### src/rtl/max_unpool_2x2.sv
// max_unpool_2x2: streaming 2x2 max-unpooling, one pooled row in, two full-resolution rows out
module max_unpool_2x2 #(
  parameter int DATA_W = 8,
  parameter int OUT_W  = 8
) (
  input  logic                     clk,
  input  logic                     rst_n,
  input  logic                     in_valid,
  output logic                     in_ready,
  input  logic signed [DATA_W-1:0] in_data,
  input  logic [1:0]               in_idx,
  output logic                     out_valid,
  input  logic                     out_ready,
  output logic signed [DATA_W-1:0] out_data,
  output logic                     out_row,
  output logic                     out_last
);
  localparam int PW  = OUT_W / 2;
  localparam int PCW = PW > 1 ? $clog2(PW) : 1;
  localparam int XCW = $clog2(OUT_W);
  typedef enum logic [1:0] {FILL, EMIT_TOP, EMIT_BOT} state_t;
  state_t r_state, w_next;
  logic signed [DATA_W-1:0] r_data [PW];
  logic [1:0]               r_idx  [PW];
  logic [PCW-1:0]           r_pcnt;
  logic [XCW-1:0]           r_xcnt;
  logic [PCW-1:0]           w_p;
  logic                     w_in_fire, w_out_fire, w_pcnt_end, w_xcnt_end, w_bot, w_match;
  assign w_in_fire  = in_valid && in_ready;
  assign w_out_fire = out_valid && out_ready;
  assign w_pcnt_end = r_pcnt == PCW'(PW - 1);
  assign w_xcnt_end = r_xcnt == XCW'(OUT_W - 1);
  assign w_bot      = r_state == EMIT_BOT;
  assign w_p        = PCW'(r_xcnt >> 1);
  assign w_match    = r_idx[w_p] == {w_bot, r_xcnt[0]};
  // state register
  always_ff @(posedge clk or negedge rst_n)
    if (!rst_n) r_state <= FILL;
    else        r_state <= w_next;
  // fill and emit position counters, each wrapping at the end of its row
  always_ff @(posedge clk or negedge rst_n)
    if (!rst_n) begin
      r_pcnt <= '0;
      r_xcnt <= '0;
    end else begin
      if (w_in_fire)  r_pcnt <= w_pcnt_end ? '0 : r_pcnt + 1'b1;
      if (w_out_fire) r_xcnt <= w_xcnt_end ? '0 : r_xcnt + 1'b1;
    end
  // pooled row buffer; contents are only read after being rewritten, so no reset
  always_ff @(posedge clk)
    if (w_in_fire) begin
      r_data[r_pcnt] <= in_data;
      r_idx[r_pcnt]  <= in_idx;
    end
  // next state: fill a whole pooled row, then emit top and bottom output rows
  always_comb begin
    w_next = r_state;
    case (r_state)
      FILL:     w_next = (w_in_fire && w_pcnt_end) ? EMIT_TOP : FILL;
      EMIT_TOP: w_next = (w_out_fire && w_xcnt_end) ? EMIT_BOT : EMIT_TOP;
      EMIT_BOT: w_next = (w_out_fire && w_xcnt_end) ? FILL : EMIT_BOT;
      default:  w_next = FILL;
    endcase
  end
  // outputs: pixel carries the pooled value only at its argmax position, else zero
  always_comb begin
    in_ready  = r_state == FILL;
    out_valid = r_state != FILL;
    out_row   = w_bot;
    out_last  = out_valid && w_xcnt_end;
    out_data  = (out_valid && w_match) ? r_data[w_p] : '0;
  end
endmodule
### config.mk
export PLATFORM = sky130hd
export DESIGN_NAME = max_unpool_2x2
export DESIGN_NICKNAME = d
export VERILOG_FILES = /design/src/rtl/max_unpool_2x2.sv
export SDC_FILE = /design/constraint.sdc
export NUM_CORES = 1
export LEC_CHECK = 0
export ABC_AREA = 1
export CORE_ASPECT_RATIO = 1.4
export CORE_MARGIN = 5
export CORE_UTILIZATION = 34
export CTS_BUF_LIST = sky130_fd_sc_hd__clkbuf_16
export DETAILED_ROUTE_END_ITERATION = 10
export GPL_TIMING_DRIVEN = 0
export PLACE_DENSITY = 0.5
export SLEW_MARGIN = 20
export SYNTH_ARGS = -nofsm -noshare
export SYNTH_HDL_FRONTEND = slang
export SYNTH_SLANG_ARGS = --single-unit
### constraint.sdc
create_clock -name clk -period 2.74 [get_ports clk]
set_clock_uncertainty 0.05 [all_clocks]
set_input_delay 0.685 -clock clk [delete_from_list [all_inputs] [get_ports clk]]
set_output_delay 0.685 -clock clk [all_outputs]
set_load 0.02 [all_outputs]
==> run_results.csv <==
group,metric,value,unit
logic_synthesis,synth_top_area_frac,0.588,
placed_design,dp_hpwl,2780,microns
pwr,total_power,2.63,mW
final_layout,nets,228,
final_layout,fin_area,2550,sq um
cts,cts_buffers,5,
drt,vias,1309,
logic_synthesis,synth-compound-area-share,0.0832,
logic_synthesis,synthTopCellsByArea,"edfxtp_1, dfrtp_1, nor2_1",
timing,rsz0062_at_grt,"false",
global_route,grt_usage,0.118,
pwr,ir_drop,0.419,mV
cts,postCtsResizedCells,9,
setup_path,cp.required,2.01,ns
timing,period_minus_slack,2.60,ns
setup_path,start_kind,"register",
setup_path,crit_arrival,1.86,ns
logic_synthesis,synth_area_leader_cell,"edfxtp_1",
logic_synthesis,synth_nets,196,
pwr,pwr_density_cell,1030,nW/um^2
cts,clk_pin_slew,0.06,ns
cts,htree_levels,2,
cts,clk_latency,0.28,ns
run,drv_cap,0,
logic_synthesis,synth.avg_cell_area,11.6,sq um
timing,max_freq,385,MHz
drt,ant_nets,0,
setup_path,endpoint_kind,"output pin",
floorplan,io_pins,26,
placed_design,routabilityCongestion,0.758,
logic_synthesis,synth_warnings,0,
drt,dr.pass1.iters,4,
global_route,grt_pass1_wl,6560,microns
floorplan,start_util,0.349,
drt,drt-total-wl,4010,microns
logic_synthesis,synthCells,176,
timing,final-setup-viol-count,0,
logic_synthesis,synth-xor-area-share,0,
timing,worst_slew_pin_slew,0.995,ns
drt,wire_per_inst,14.4,microns
final_layout,diodes,0,
global_route,antenna_found_initial,0,
timing,relSlewSlack,0.334,
cts,cts_setup_buffers,0,
worst_hold_path,hold_path_class,"reg -> reg",
floorplan,die_w,75.5,microns
logic_synthesis,synth-adder-area-share,0.0367,
setup_path,path_class,"reg -> out",
floorplan,die-height,102,microns
cts,root_buffer,"clkbuf_16",
placed_design,port_buffers,25,
floorplan,row_count,33,
final_layout,area_delta_synth_final,24.5,%
drt,routed_via_density,4.69,
logic_synthesis,ys_types,19,
global_route,grt-ovfl-total,0,
timing,finalCritPeriodShare,0.947,
logic_synthesis,yosys.area_share.simple,0.140,
cts,cts_tree,"done",
logic_synthesis,seq_area_frac_synth,0.673,
logic_synthesis,muxShareOfSynthArea,0,
floorplan,core,5860,sq um
drt,drcViolationCount,0,
timing,finalHoldViolCount,0,
timing,slew_viol_final,0,
final_layout,drive_gt1_frac,0.153,
global_route,grt_pass1_vias,1348,
placed_design,dpl_cell_area,2380,sq um
pwr,p_leak,1.02,nW
logic_synthesis,synth_top_family_by_area,"simple AND/OR/NAND/NOR gates",
cts,hold_buffers,0,
setup_path,worstPathMaxFanout,10,
global_route,grt_max_degree,16,
cts,cts.sinks,47,
run_status,status,"finished clean",
drt,dr.first_iter.drc_count,77,
cts,clk_path_buf_depth,2,
logic_synthesis,synth_seq_cells,47,
floorplan,die_area,7690,sq um
logic_synthesis,syn_area,2040,sq um
## state kept, by name (all words and copies together) (netlist names)
| name | flops |
|---|---|
| r_data | 32 |
| r_xcnt | 3 |
| r_state | 2 |
| r_pcnt | 2 |
| r_idx | 8 |
## cells by family after synthesis
family                   after synthesis
AND/OR/NAND/NOR                       61
buffers and inverters                 30
flip-flops                            47
adder cells (fa/ha/maj)                6
AO/OA/AOI/OAI                         32
## cells in the mapped netlist
master	n
edfxtp_1	40
nor2_1	23
inv_1	22
o21ai_0	16
nand2_1	15
nor2_2	10
nand3_1	8
o22ai_1	8
dfrtp_1	7
ha_1	6
a21oi_1	4
o21ai_1	4
nand2_2	3
buf_2	2
buf_4	2
buf_6	2
inv_2	2
nand2_4	1
nand3_2	1
## area by class of cell
cell class | instances | area (sq um)
Tap cell | 70 | 87.6
Buffer | 6 | 50.0
Timing Repair Buffer | 25 | 240
Sequential cell | 47 | 1380
Fill cell | 557 | 3320
Clock inverter | 3 | 43.8
Inverter | 24 | 90.1
Multi-Input combinational cell | 99 | 533
Clock buffer | 5 | 125
## worst max-delay path, cell delays in order (launching register included)
cell	delay, ns
dfrtp_1	0.42
inv_2	0.09
buf_6	0.14
buf_4	0.20
nor2_1	0.06
o22ai_1	0.16
inv_1	0.07
nor2_2	0.10
dlygate4sd2_1	0.34
## path summary, 6_finish.rpt
check,start,to,slack (ns),cells past startpoint
max in group asynchronous,rst_n,r_xcnt[1]$_DFFE_PN0N_,1.77,1
worst max register to register,r_state[1]$_DFF_PN0_,r_idx[0][1]$_DFFE_PP_,0.63,3
worst min-delay path,r_state[0]$_DFF_PN0_,r_state[0]$_DFF_PN0_,0.54,2
worst min register to register,r_state[0]$_DFF_PN0_,r_state[0]$_DFF_PN0_,0.54,2
worst max-delay path,r_xcnt[1]$_DFFE_PN0N_,out_data[0],0.14,8
min in group asynchronous,rst_n,r_state[1]$_DFF_PN0_,0.63,1
## stage by stage
| stage | setup WS (ns) | std cells | hold WS, ns | util | TNS (ns) |
|---|---|---|---|---|---|
| global placement | 0.0520 | 271 | 0.518 | 0.406 | 0 |
| floorplan | 0.822 | 176 | 0.339 | - | 0 |
| CTS | 0.101 | 279 | 0.546 | 0.434 | 0 |
| detailed placement | -0.0268 | 271 | 0.532 | 0.406 | -0.264 |
| global route | 0.000869 | 279 | 0.575 | 0.434 | 0 |
| finish | 0.144 | 279 | 0.539 | 0.434 | 0 |
## per-layer routing
metal	global-route usage	part of all wire	vias up
li1	-	-	659
met1	0.132	0.41	619
met2	0.210	0.53	25
met3	0.0318	0.048	6
met4	0.0444	0.011	0
met5	0	0	-
## where the power goes
part           internal (mW)  switching, mW
clock                  0.429          0.235
combinational          0.359          0.651
sequential             0.899         0.0529
total                   1.69          0.939
## layout by cell type (no fill, tap or decap), types with 2 or more instances in the layout
| cell | synthesis | routed |
|---|---|---|
| buf_4 | 2 | 3 |
| buf_6 | 2 | 2 |
| o21ai_1 | 4 | 4 |
| nand2_2 | 3 | 3 |
| a21oi_1 | 4 | 4 |
| nand2_1 | 15 | 15 |
| inv_2 | 2 | 2 |
| clkbuf_16 | 0 | 5 |
| nor2_1 | 23 | 22 |
| nor2_2 | 10 | 11 |
| edfxtp_1 | 40 | 40 |
| o21ai_0 | 16 | 16 |
| inv_1 | 22 | 22 |
| dfrtp_1 | 7 | 7 |
| nand3_1 | 8 | 8 |
| clkdlybuf4s50_1 | 0 | 17 |
| ha_1 | 6 | 6 |
| dlygate4sd2_1 | 0 | 8 |
| o22ai_1 | 8 | 8 |
No activity file was read; power rests on OpenSTA's default activity.
